<file path="src/rtl/wb_merge_pkg.sv">
// wb_merge_pkg: shared result-bus types and the sequence-number squash predicate
package wb_merge_pkg;
  localparam int SQN_W = 7;
  typedef logic [SQN_W-1:0] SqN;
  typedef enum logic [2:0] {
    FLAGS_NONE, FLAGS_BRK, FLAGS_TRAP, FLAGS_EXCEPT,
    FLAGS_FP_NX, FLAGS_FP_UF, FLAGS_FP_OF, FLAGS_FP_DZ
  } Flags;
  typedef struct packed {
    logic [31:0] result;
    logic [6:0]  tagDst;
    SqN          sqN;
    Flags        flags;
    logic        valid;
  } RES_UOp;
  typedef struct packed {
    logic taken;
    SqN   sqN;
  } BranchProv;
  typedef enum logic [1:0] {IDLE, BUFFERED, BLOCKING} merge_state_e;
  function automatic logic sqn_younger(SqN s, SqN b);
    SqN d;
    d = s - b;
    return !d[SQN_W-1] && d != '0;
  endfunction
  function automatic logic killed(BranchProv br, SqN s);
    return br.taken && sqn_younger(s, br.sqN);
  endfunction
endpackage

</file>
<file path="src/rtl/wb_merge_if.sv">
// wb_merge_if: branch, both producer ports and the shared result bus
interface wb_merge_if;
  import wb_merge_pkg::*;
  BranchProv IN_branch;
  RES_UOp    IN_aluUop;
  RES_UOp    IN_mcUop;
  logic      OUT_mcWbAvail;
  logic      OUT_aluBlock;
  RES_UOp    OUT_uop;
  modport slave (input IN_branch, IN_aluUop, IN_mcUop, output OUT_mcWbAvail, OUT_aluBlock, OUT_uop);
  modport master (output IN_branch, IN_aluUop, IN_mcUop, input OUT_mcWbAvail, OUT_aluBlock, OUT_uop);
endinterface

</file>
<file path="src/rtl/wb_merge_res_fifo.sv">
// res_fifo: circular result buffer with per-entry squash and dead-head drop
module res_fifo
  import wb_merge_pkg::*;
#(
  parameter int DEPTH = 2
) (
  input  logic                   clk,
  input  logic                   rst,
  input  BranchProv              branch,
  input  RES_UOp                 in_uop,
  input  logic                   pop,
  output logic                   avail,
  output logic                   pushed,
  output logic [$clog2(DEPTH):0] count,
  output RES_UOp                 head,
  output logic                   head_valid,
  output logic                   head_killed,
  output logic                   dropped
);
  localparam int AW = $clog2(DEPTH);
  RES_UOp mem [DEPTH];
  logic [DEPTH-1:0] vld;
  logic [AW:0] rd_ptr, wr_ptr;
  assign count = wr_ptr - rd_ptr;
  // count never exceeds DEPTH, so the extra MSB alone marks full
  assign avail = !count[AW];
  assign head = mem[rd_ptr[AW-1:0]];
  assign head_valid = count != '0 && vld[rd_ptr[AW-1:0]];
  assign head_killed = killed(branch, head.sqN);
  assign dropped = count != '0 && !vld[rd_ptr[AW-1:0]];
  assign pushed = in_uop.valid && avail && !killed(branch, in_uop.sqN);
  always_ff @(posedge clk) begin
    if (rst) begin
      rd_ptr <= '0;
      wr_ptr <= '0;
      vld <= '0;
    end else begin
      for (int i = 0; i < DEPTH; i++)
        if (killed(branch, mem[i].sqN)) vld[i] <= 1'b0;
      if (pushed) begin
        mem[wr_ptr[AW-1:0]] <= in_uop;
        vld[wr_ptr[AW-1:0]] <= 1'b1;
        wr_ptr <= wr_ptr + 1'b1;
      end
      if (pop || dropped) rd_ptr <= rd_ptr + 1'b1;
    end
  end
endmodule

</file>
<file path="src/rtl/wb_merge.sv">
// wb_merge: arbitrates fixed-latency and buffered multi-cycle results onto one bus
module wb_merge
  import wb_merge_pkg::*;
#(
  parameter int DEPTH      = 2,
  parameter int STARVE_MAX = 4
) (
  input logic       clk,
  input logic       rst,
  wb_merge_if.slave bus
);
  localparam int CW = $clog2(DEPTH) + 1;
  localparam int SW = $clog2(STARVE_MAX) + 1;
  localparam logic [SW-1:0] SMAX = SW'(STARVE_MAX);
  RES_UOp head, uop_nxt;
  logic [CW-1:0] count, cnt_nxt;
  logic [SW-1:0] starve;
  logic head_valid, head_killed, dropped, pushed, alu_live, pop, pop_any;
  merge_state_e state, state_nxt;
  res_fifo #(.DEPTH(DEPTH)) u_fifo (
    .clk, .rst,
    .branch(bus.IN_branch),
    .in_uop(bus.IN_mcUop),
    .pop,
    .avail(bus.OUT_mcWbAvail),
    .pushed, .count, .head, .head_valid, .head_killed, .dropped
  );
  assign alu_live = bus.IN_aluUop.valid && !killed(bus.IN_branch, bus.IN_aluUop.sqN);
  assign pop = !alu_live && head_valid && !head_killed;
  assign pop_any = pop || dropped;
  assign cnt_nxt = count + CW'(pushed) - CW'(pop_any);
  assign uop_nxt = alu_live ? bus.IN_aluUop : pop ? head : '0;
  assign bus.OUT_aluBlock = state == BLOCKING;
  always_comb begin
    state_nxt = (!pop_any && starve == SMAX) ? BLOCKING : (cnt_nxt == '0) ? IDLE : BUFFERED;
  end
  always_ff @(posedge clk) begin
    if (rst) begin
      state <= IDLE;
      starve <= '0;
      bus.OUT_uop <= '0;
    end else begin
      state <= state_nxt;
      bus.OUT_uop <= uop_nxt;
      starve <= (pop_any || count == '0) ? '0 : (head_valid && starve != SMAX) ? starve + 1'b1 : starve;
    end
  end
endmodule

</file>
<file path="src/flat_wrapper.sv">
// flat-port wrapper written by rule: the top's interface ports become plain ports
module wb_merge_flat import wb_merge_pkg::*;
#(
  parameter int DEPTH      = 2,
  parameter int STARVE_MAX = 4
)
  (clk, rst, bus_IN_branch, bus_IN_aluUop, bus_IN_mcUop, bus_OUT_mcWbAvail, bus_OUT_aluBlock, bus_OUT_uop);
  wb_merge_if bus_i ();
  input logic clk;
  input logic rst;
  input wire logic [$bits(bus_i.IN_branch)-1:0] bus_IN_branch;
  input wire logic [$bits(bus_i.IN_aluUop)-1:0] bus_IN_aluUop;
  input wire logic [$bits(bus_i.IN_mcUop)-1:0] bus_IN_mcUop;
  output wire logic [$bits(bus_i.OUT_mcWbAvail)-1:0] bus_OUT_mcWbAvail;
  output wire logic [$bits(bus_i.OUT_aluBlock)-1:0] bus_OUT_aluBlock;
  output wire logic [$bits(bus_i.OUT_uop)-1:0] bus_OUT_uop;
  assign bus_i.IN_branch = bus_IN_branch;
  assign bus_i.IN_aluUop = bus_IN_aluUop;
  assign bus_i.IN_mcUop = bus_IN_mcUop;
  assign bus_OUT_mcWbAvail = bus_i.OUT_mcWbAvail;
  assign bus_OUT_aluBlock = bus_i.OUT_aluBlock;
  assign bus_OUT_uop = bus_i.OUT_uop;
  wb_merge #(.DEPTH(DEPTH), .STARVE_MAX(STARVE_MAX)) u_core (.clk(clk), .rst(rst), .bus(bus_i));
endmodule
</file>
<file path="config.mk">
export PLATFORM = sky130hd
export DESIGN_NAME = wb_merge_flat
export DESIGN_NICKNAME = d
export VERILOG_FILES = /design/src/rtl/wb_merge_pkg.sv /design/src/rtl/wb_merge_if.sv /design/src/rtl/wb_merge_res_fifo.sv /design/src/rtl/wb_merge.sv /design/src/flat_wrapper.sv
export SDC_FILE = /design/constraint.sdc
export NUM_CORES = 1
export LEC_CHECK = 0
export ABC_CLOCK_PERIOD_IN_PS = 10620
export BUFFER_PORTS_ARGS = -buffer_cell sky130_fd_sc_hd__buf_4
export CELL_PAD_IN_SITES_DETAIL_PLACEMENT = 1
export CELL_PAD_IN_SITES_GLOBAL_PLACEMENT = 2
export CORE_MARGIN = 2
export CORE_UTILIZATION = 39
export DETAILED_ROUTE_END_ITERATION = 6
export GPL_TIMING_DRIVEN = 0
export PLACE_DENSITY_LB_ADDON = 0.1
export SYNTH_ARGS = -nofsm -noshare
export SYNTH_HDL_FRONTEND = slang
export SYNTH_HIERARCHICAL = 1
export SYNTH_SLANG_ARGS = --single-unit
</file>
<file path="constraint.sdc">
create_clock -name clk -period 10.62 [get_ports clk]
set_input_delay 1.062 -clock clk [delete_from_list [all_inputs] [get_ports clk]]
set_output_delay 1.062 -clock clk [all_outputs]
set_load 0.02 [all_outputs]
</file>
; Word level (Yosys, flattened, before mapping)
; Memory sizes are Yosys's and may differ from the RTL's. A register that Yosys moved wholly into a read port is not among the register bits.
; Index checks and enable logic that the tools add are counted.
[totals]
input_bits = 110
word_cells = 92
ram_bits = 100
latchBits = 0
rom_bits = 0
ff_bits = 61
memories = 1
[mem_list]
columns = name, words, word_bits, read_ports, rd_clocked_by_memory_dff, write_ports, line_no
row1 = u_core.u_fifo.mem, 2, 50, 3, 1, 1, wb_merge_res_fifo.sv:21  ; RES_UOp mem [DEPTH];
[classes]
n_mul = 0
n_reduce_logical = 44
n_lt_le_gt_ge = 3
bitwise_logic = 1
div = 0
add_sub_neg = 11
n_shift = 0
n_mux = 18
eq_ne = 3
[ops]
columns = cell, count
row1 = 50-bit two-way mux, 2
row2 = 7-bit nonzero test, 5
row3 = 7-bit subtractor, 5
row4 = 1-bit logical AND, 20
row5 = 1-bit two-way mux, 13
row6 = 1-bit zero test, 12
row7 = 2-bit by 1-bit adder with 2-bit output (second input constant), 2
row8 = 2-bit zero test, 2
row9 = 1-bit by 2-bit less-than comparator with 1-bit output (second input constant), 2
row10 = 2-bit two-way mux, 2
row11 = 2-bit OR reduction, 2
row12 = 3-bit by 1-bit adder with 3-bit output (second input constant), 1
row13 = 3-bit == test (second input constant), 1
row14 = 3-bit inequality test (second input constant), 1
row15 = 2-bit by 1-bit adder with 2-bit output, 1
row16 = 2-bit == test (second input constant), 1
row17 = 1-bit logical OR, 2
row18 = 2-bit OR, 1
row19 = 2-bit nonzero test, 1
row20 = 2-bit by 1-bit subtractor with 2-bit output, 1
row21 = 2-bit subtractor, 1
row22 = 1-bit demux with 1-bit select, 1
row23 = 1-bit >= comparator (second input constant), 1

; Longest topological paths before layout
; Gate-level depths: netlist of the first run.
[logic_depth]
word_depth = 14
ltp_mapped = 25

; Hierarchy
; Netlist of the first run, hierarchy kept.
[modules_own_cells]
columns = module, seq_area_each_um2, area_each_um2, cells_each, instances
row1 = res_fifo, 3143.0, 5037.3, 337, 1
row2 = wb_merge, 1101.1, 2139.6, 192, 1

; Worst setup path before layout of the first run
; Ideal clock, no wire load.
[synth_path]
path_kind = input to register
start = input port bus_IN_mcUop[4]
end = memory u_core/u_fifo/mem[1][0] (netlist name), enable pin
setup_ns = 0.521
t_required_ns = 10.099
t_arrival_ns = 5.997
path_stages = 9
slack_ns = 4.102
path_cell_list = inv_1 > ha_1 > inv_1 > fa_1 > xnor2_1 > o2111ai_1 > a2111oi_2 > a2bb2oi_2 > nor3_1
[synth_between]
elab_chain_len = 9
[synth_lines]
columns = element, line_no
row1 = from (decl), flat_wrapper.sv:13  ; input wire logic [$bits(bus_i.IN_mcUop)-1:0] bus_IN_mcUop;
row2 = 7-bit subtractor *, wb_merge_pkg.sv:23  ; d = s - b;
row3 = 7-bit nonzero test or 1-bit zero test (tied branches), wb_merge_pkg.sv:24  ; return !d[SQN_W-1] && d != '0;
row4 = 1-bit logical AND *, wb_merge_pkg.sv:24
row5 = 1-bit logical AND *, wb_merge_pkg.sv:27  ; return br.taken && sqn_younger(s, br.sqN);
row6 = 1-bit zero test *, wb_merge_res_fifo.sv:31  ; assign pushed = in_uop.valid && avail && !killed(branch, in_uop.sqN);
row7 = 1-bit logical AND *, wb_merge_res_fifo.sv:31
row8 = 1-bit two-way mux *, wb_merge_res_fifo.sv:40  ; if (pushed) begin
row9 = 1-bit two-way mux *, wb_merge_res_fifo.sv:33  ; if (rst) begin
row10 = 1-bit two-way mux (implied by the code) *, wb_merge_res_fifo.sv:41  ; mem[wr_ptr[AW-1:0]] <= in_uop;
row11 = to (decl), wb_merge_res_fifo.sv:21
; Every way passes the cells marked *; elsewhere a longest branch is shown, timed or not.

==> results of run 1 <==
[worst reg2reg max path: stages (launching register included)]
cell	delay (ps)
dfxtp_1	300
clkbuf_1	360
buf_1	590
mux2_2	460
fa_1	460
a21o_1	190
a21oi_1	310
o21bai_1	110
a21oi_1	170
xnor3_1	150
o211a_1	150
nor2b_1	50
clkbuf_1	190
nor2b_1	180
a311oi_1	440
inv_1	100
ha_1	290
inv_1	40
ha_1	180
xnor2_1	160
xnor2_1	140
o21ai_0	90
a31oi_1	140
[cells by family after synthesis]
family	synth area share
flops	0.591
simple gates	0.0422
fa+ha+maj	0.0750
mux	0.0880
xor+xnor	0.0295
compound gates	0.140
buf+inv	0.0343
[through the flow]
stage	std cells	util
floorplan	529	-
CTS	961	0.524
finish	961	0.524
global placement	919	0.481
global route	961	0.524
detailed placement	929	0.488
[sequential cells by signal (all words and copies together) (netlist names), named ones only]
| signal | flops |
|---|---|
| u_core/bus.OUT_uop | 50 |
| u_core/u_fifo/rd_ptr | 2 |
| u_core/u_fifo/mem | 100 |
| u_core/starve | 3 |
| u_core/u_fifo/vld | 2 |
| u_core/u_fifo/wr_ptr | 2 |
| u_core/state | 2 |
[per-layer routing]
layer	GRT usage	vias to the layer above	share of wire
met5	0	-	0
met1	0.240	2425	0.43
li1	-	2376	-
met3	0.0482	21	0.056
met2	0.328	142	0.50
met4	0.0621	0	0.013
[worst max-delay path by stage]
| stage | to | slack [ps] | startpoint | cells past startpoint |
|---|---|---|---|---|
| final | u_core/state[0] | 5280 | flip-flop | 22 |
| after global routing | u_core/state[0] | 4930 | flip-flop | 22 |
| after CTS | u_core/state[0] | 5210 | flip-flop | 22 |
| after detailed placement | u_core/state[0] | 5250 | flip-flop | 22 |
| after global placement | u_core/u_fifo/vld[1] | 1150 | bus_IN_mcUop[4] | 11 |
| after floorplan | u_core/u_fifo/mem[1][0] | 4100 | bus_IN_mcUop[4] | 9 |
[layout make-up]
cell class                 instances  area, um^2
buffer                            19        96.3
clock buffer                      18         429
clock inverter                    14         215
fill                            1883        8580
inverter                          40         150
multi-input combinational        308        2700
sequential                       162        4240
tap                              229         287
timing repair buffer             171        1330
[cell usage in the layout (no fill, tap or decap), types with 3 or more instances in the layout]
cell	count
buf_2	5
inv_6	6
mux2i_1	8
a21oi_1	24
buf_4	162
o21bai_1	3
dfxtp_1	62
nor2_1	13
a21o_1	9
xnor2_1	10
clkbuf_1	10
a211oi_1	4
mux2_2	49
ha_1	35
xor2_1	9
a31oi_1	3
clkbuf_16	17
o21ai_0	13
a22o_1	49
o211ai_1	3
fa_1	5
nand2_1	13
nor3_1	4
bufinv_16	4
nand2b_1	3
nor3b_1	9
edfxtp_1	100
inv_1	40
o2111ai_1	3
buf_6	10
nor2b_1	4
[where the power goes]
part,leakage (nW),switching (W),internal (W)
combinational,2.21,0.000304,0.000268
clock,0.308,0.000269,0.000402
sequential,1.42,0.0000265,0.000754
total,3.93,0.000600,0.00142
==> metrics.yaml, run 1 <==
run_status: "finished clean"
setup.reg_to_reg.worst_slack_ps: 5280
synth_enable_flop_cells: 100
post_route_cells_drive_above_1_share: 0.362
vdd.ir_drop.worst_uv: 118
synth_nets: 679
cts-hold-fix-buffers: 0
cts_buffers: 17
cp_max_fo: 10
post_cts.repair.setup_buffers: 0
synth_cell_types: 56
finish.instance_area_mm2: 0.00945
clock_period_minus_worst_slack_ps: 5340
min_period_over_period: 0.503
synth.yosys.seq_area_share: 0.591
wl_per_cell_um: 19.1
global_route.usage.total: 0.192
io_pins: 162
detailedRoute.firstPassIterationCount: 4
yosysTopAreaCell: "edfxtp_1"
hold-path-cell-count: 2
worstPathRequired_ps: 10970
total_placed_instance_area_mm2: 0.00880
die_w_um: 140
pin_count_of_the_biggest_net_entering_global_routing: 18
final_antenna_net_count: 0
power_density_mw_per_mm2: 214
post_cts.resized_instances: 0
critical_path.n_buffers_inverters: 5
synthTopCellsByArea: "edfxtp_1, dfxtp_1, mux2_2"
ctsHtreeMaxLevel: 4
f_max_ghz: 0.187
critical_path.max_stage_delay_ps: 590
critical_path.top_delay_family: "compound AO/OA/AOI/OAI gates"
cts-root-buf: "clkbuf_16"
r2r_end: "u_core/state[0]"
clk-insertion-delay-late_ps: 430
floorplan.initialDensity: 0.398
clock-sinks: 162
detailedPlacementHpwl_um: 14100
antenna_found_initial: 0
fp.dieH_um: 140
synth.most_common_cell: "edfxtp_1"
max_cap_violations: 0
postSynthRegisterBits: 162
rsz_0062_raised_after_global_routing: "false"
yosysWarningCount: 6
gr-total-overflow: 0
synth.avg_cell_area_um2: 13.6
cts_tree: "done"
finClkSkew_ps: 14.9
hold_path_class: "flip-flop to flip-flop"
antenna_cells_inserted: 0
finalWirelength_um: 18300
slew_violations: 0
post_synth_inst_count: 529
number_of_global_route_vias_before_repair: 5373
synth_top_area_frac: 0.418
route.detailed.drc: 0
report.final.hold_viol_count: 0
dp_slack_ps: 5250
netlist_top_cells_count: "edfxtp_1, dfxtp_1, a22o_1, mux2_2, inv_1"
clk_path_buf_depth: 2
timing.critical_path.cells: "clkbuf_1 -> buf_1 -> mux2_2 -> fa_1 -> a21o_1 -> a21oi_1 -> o21bai_1 -> a21oi_1 -> xnor3_1 -> o211a_1 -> nor2b_1 -> clkbuf_1 -> nor2b_1 -> a311oi_1 -> inv_1 -> ha_1 -> inv_1 -> ha_1 -> xnor2_1 -> xnor2_1 -> o21ai_0 -> a31oi_1"
syn-cell-area_mm2: 0.00718
worst_slew_pin_slew_ps: 935
routed_via_density: 5.17
worst-r2r-cell-count: 22
cp.arrival_ps: 5700
globalplace.congestion: 0.769
worst_setup_path_end_kind: "flip-flop"
power.leakage_nw: 3.93
slowest_stage: "buf_1"
worst_hold_path_ep: "u_core/u_fifo/vld[1]"
fin_worst_hold_slack_ps: 483
hold_path.startpoint: "u_core/u_fifo/vld[1]"
setup-tns-final_ps: 0
synth_ff_type: "edfxtp_1"
maxSlewHeadroom: 0.373
p_total_w: 0.00202
design.final.nets: 869
die_area_mm2: 0.0195
worst_setup_path_start_kind: "flip-flop"
path_type_of_the_worst_setup_path: "flip-flop to flip-flop"
finalWorstSetupSlack_ps: 5280
syn2layout_area_growth_pct: 31.6
vias_after_detailed_routing: 4964
grt_first_pass_wirelength_um: 28800
place.port_buffers: 161
fp-row-count: 49
setup_violations: 0
core_mm2: 0.0180
ys_async_sr_fraction: 0
clock_pin_slew_reported_for_the_worst_setup_and_hold_paths_after_clock_tree_synthesis_ps: 70
drtIter0Drc: 225
Note: power is estimated with default switching activity, not from simulation.
==> run 2, diff against run 1 <==
--- a/config.mk
+++ b/config.mk
@@ -5,12 +5,12 @@
 export SDC_FILE = /design/constraint.sdc
 export NUM_CORES = 1
 export LEC_CHECK = 0
-export ABC_CLOCK_PERIOD_IN_PS = 10620
+export ABC_CLOCK_PERIOD_IN_PS = 5520
 export BUFFER_PORTS_ARGS = -buffer_cell sky130_fd_sc_hd__buf_4
 export CELL_PAD_IN_SITES_DETAIL_PLACEMENT = 1
 export CELL_PAD_IN_SITES_GLOBAL_PLACEMENT = 2
 export CORE_MARGIN = 2
-export CORE_UTILIZATION = 39
+export CORE_UTILIZATION = 36
 export DETAILED_ROUTE_END_ITERATION = 6
 export GPL_TIMING_DRIVEN = 0
 export PLACE_DENSITY_LB_ADDON = 0.1
==> constraint.sdc (replaced) <==
create_clock -name clk -period 5.52 [get_ports clk]
set_input_delay 0.552 -clock clk [delete_from_list [all_inputs] [get_ports clk]]
set_output_delay 0.552 -clock clk [all_outputs]
set_load 0.02 [all_outputs]
==> run 2 against run 1 <==
Compared with the run above:
- global-route usage shrank 0.94 points
- clock-buffer cell count is the same
- routed wire length grew 1.5%
- fmax grew 5.6%
- largest power group unchanged
- design area grew 0.56%
- critical path type unchanged
- worst setup slack lost 4800 ps
- non-clock buffer count shrank 4
- worst hold slack lost 180 ps
==> metrics.yaml, run 2 (synthesis gave the netlist of run 1 again) <==
critical_path.max_stage_delay_ps: 460  # -130 ps
floorplan.initialDensity: 0.368  # -0.0306
route.detailed.drc: 0  # unchanged
maxSlewHeadroom: 0.478  # +0.105
power_frac_clock: 0.312  # -0.020
clock_period_minus_worst_slack_ps: 5060  # -285 ps
final_cell_mix: "buf_4, edfxtp_1, dfxtp_1, a22o_1, mux2_2"
detailedPlacementHpwl_um: 14200  # +0.77%
cts-root-buf: "clkbuf_16"
finalWorstSetupSlack_ps: 461  # -4810 ps
post_route_cells_drive_above_1_share: 0.363  # +0.000616
slowest_stage: "fa_1"
pin_count_of_the_biggest_net_entering_global_routing: 18  # unchanged
worst-r2r-cell-count: 22  # unchanged
fp.dieH_um: 145  # +4.0%
clock-sinks: 162  # unchanged
worst_hold_path_ep: "u_core/u_fifo/mem[1][37]"
run_status: "finished clean"
drtIter0Drc: 183  # -19%
cts-hold-fix-buffers: 0  # unchanged
die_area_mm2: 0.0211  # +8.1%
global_route.usage.total: 0.183  # -0.00944
wl_per_cell_um: 18.8  # -1.7%
hold_path_class: "primary input to flip-flop"
dp_slack_ps: 57.6  # -5200 ps
gr-total-overflow: 0  # unchanged
finalWirelength_um: 18600  # +1.5%
globalplace.congestion: 0.764  # -0.60%
fp-row-count: 51  # +4.1%
setup_violations: 0  # unchanged
antenna_cells_inserted: 0  # unchanged
place.port_buffers: 161  # unchanged
core_mm2: 0.0195  # +8.3%
design.final.nets: 865  # -0.46%
report.final.hold_viol_count: 0  # unchanged
routed_via_density: 4.94  # -4.4%
cts_tree: "done"
setup.reg_to_reg.worst_slack_ps: 460  # -4810 ps
power.leakage_nw: 3.93  # -0.15%
share_seq_of_total_power: 0.393  # +0.007
worst_setup_path_end_kind: "flip-flop"
post_cts.repair.setup_buffers: 0  # unchanged
utilization_after_layout: 0.486  # -0.0376
clock_pin_slew_reported_for_the_worst_setup_and_hold_paths_after_clock_tree_synthesis_ps: 70  # about the same
vdd.ir_drop.worst_uv: 285  # +140%
hold_path.startpoint: "bus_IN_mcUop[37]"
number_of_global_route_vias_before_repair: 5474  # +1.9%
f_max_ghz: 0.198  # +5.6%
vias_after_detailed_routing: 4906  # -1.2%
clk-insertion-delay-late_ps: 430  # about the same
path_type_of_the_worst_setup_path: "flip-flop to flip-flop"
timing.critical_path.cells: "clkbuf_1 -> clkbuf_4 -> mux2_2 -> fa_1 -> a21o_1 -> a21oi_1 -> mux2i_1 -> nor2_1 -> a21oi_1 -> o211a_1 -> nor2b_1 -> clkbuf_1 -> nor2b_1 -> a311oi_2 -> inv_1 -> ha_1 -> inv_1 -> ha_1 -> xnor2_1 -> xnor2_1 -> o21ai_0 -> a31oi_1"
cts_buffers: 17  # unchanged
min_period_over_period: 0.917  # +0.413
io_pins: 162  # unchanged
rsz_0062_raised_after_global_routing: "false"
largest_register_ffs: 100  # unchanged
max_cap_violations: 0  # unchanged
internal-power_w: 0.00266  # +87%
final_antenna_net_count: 0  # unchanged
slew_violations: 0  # unchanged
antenna_found_initial: 0  # unchanged
grt_first_pass_wirelength_um: 29900  # +3.6%
power_density_mw_per_mm2: 402  # +88%
mostFrequentLayoutCell: "buf_4"
worstPathRequired_ps: 5870  # -5100 ps
r2r_end: "u_core/state[0]"
cp_max_fo: 10  # unchanged
detailedRoute.firstPassIterationCount: 4  # unchanged
switchingPower_w: 0.00116  # +93%
die_w_um: 145  # +4.0%
clk_path_buf_depth: 2  # unchanged
swShare: 0.304  # +0.00713
cp.arrival_ps: 5410  # -290 ps
hold-path-cell-count: 1  # -1
worst_slew_pin_slew_ps: 780  # -156 ps
finClkSkew_ps: 13.1  # -1.87 ps
syn2layout_area_growth_pct: 32.4
ctsHtreeMaxLevel: 4  # unchanged
worst_setup_path_start_kind: "flip-flop"
power.combinational.fraction: 0.296  # +0.013
-- run 2: cell types whose count changed in the layout (fill, tap and decap cells not counted), moves of 2 or more --
cell,previous run,this run
inv_8,1,3
nor3_4,0,2
bufinv_16,4,2
nor3_2,2,0
inv_6,6,3
buf_6,10,2
buf_16,0,5
clkinv_4,0,3
-- run 2: per-layer routing --
layer | vias up | share of wire | GRT usage
li1 | 2357 | - | -
met1 | 2398 | 0.44 | 0.227
met2 | 135 | 0.49 | 0.311
met3 | 16 | 0.060 | 0.0535
met4 | 0 | 0.015 | 0.0515
met5 | - | 0 | 0
-- run 2: timing repair --
action,CTS,global route
pin swaps,0,0
setup endpoints to repair,1,3
gates resized for setup,1,5
-- run 2: critical path, delay by kind of cell, from the launching register on --
family                   cells  cell delay (ps)
flip-flops                   1              310
multiplexers                 2              650
XOR/XNOR                     2              320
AND/OR/NAND/NOR              3              300
AO/OA/AOI/OAI                7             1410
buffers and inverters        5             1060
adder cells (fa/ha/maj)      3              930
-- run 2: stage by stage --
step	instances	power, W	TNS, ps	hold WS [ps]	area [um^2]
floorplan	529	0.00225	0	445	7190
global route	993	0.00404	0	286	9500
CTS	993	0.00387	0	291	9490
global placement	955	0.00258	-82120	471	8730
detailed placement	961	0.00266	0	480	8890
finish	993	0.00382	0	308	9500
-- run 2: power groups by stage --
stage | Combinational, W | Sequential [W] | Clock [W]
6_report | 0.00113 | 0.00150 | 0.00119
5_1_grt | 0.00125 | 0.00152 | 0.00127
4_1_cts | 0.00114 | 0.00150 | 0.00123
3_5_place_dp | 0.00113 | 0.00153 | 0
3_3_place_gp | 0.00105 | 0.00153 | 0
2_1_floorplan | 0.000681 | 0.00157 | 0
-- run 2: worst max-delay path by stage --
| stage | startpoint | to | slack (ps) | cells past startpoint |
|---|---|---|---|---|
| 2_1_floorplan | bus_IN_mcUop[4] | u_core/u_fifo/mem[1][0] | 1050 | 9 |
| 3_3_place_gp | bus_IN_branch[0] | u_core/u_fifo/mem[0][30] | -830 | 9 |
| 3_5_place_dp | flip-flop | u_core/state[0] | 60 | 22 |
| 4_1_cts | flip-flop | u_core/state[0] | 10 | 22 |
| 5_1_grt | flip-flop | u_core/state[0] | 20 | 24 |
| 6_report | flip-flop | u_core/state[0] | 460 | 22 |
-- run 2: final cells by class --
| type | instances | area [um^2] |
|---|---|---|
| Fill cell | 2053 | 10000 |
| Sequential cell | 162 | 4240 |
| Multi-Input combinational cell | 308 | 2720 |
| Timing Repair Buffer | 167 | 1360 |
| Clock buffer | 18 | 429 |
| Tap cell | 265 | 332 |
| Clock inverter | 14 | 166 |
| Inverter | 40 | 150 |
| Buffer | 19 | 101 |
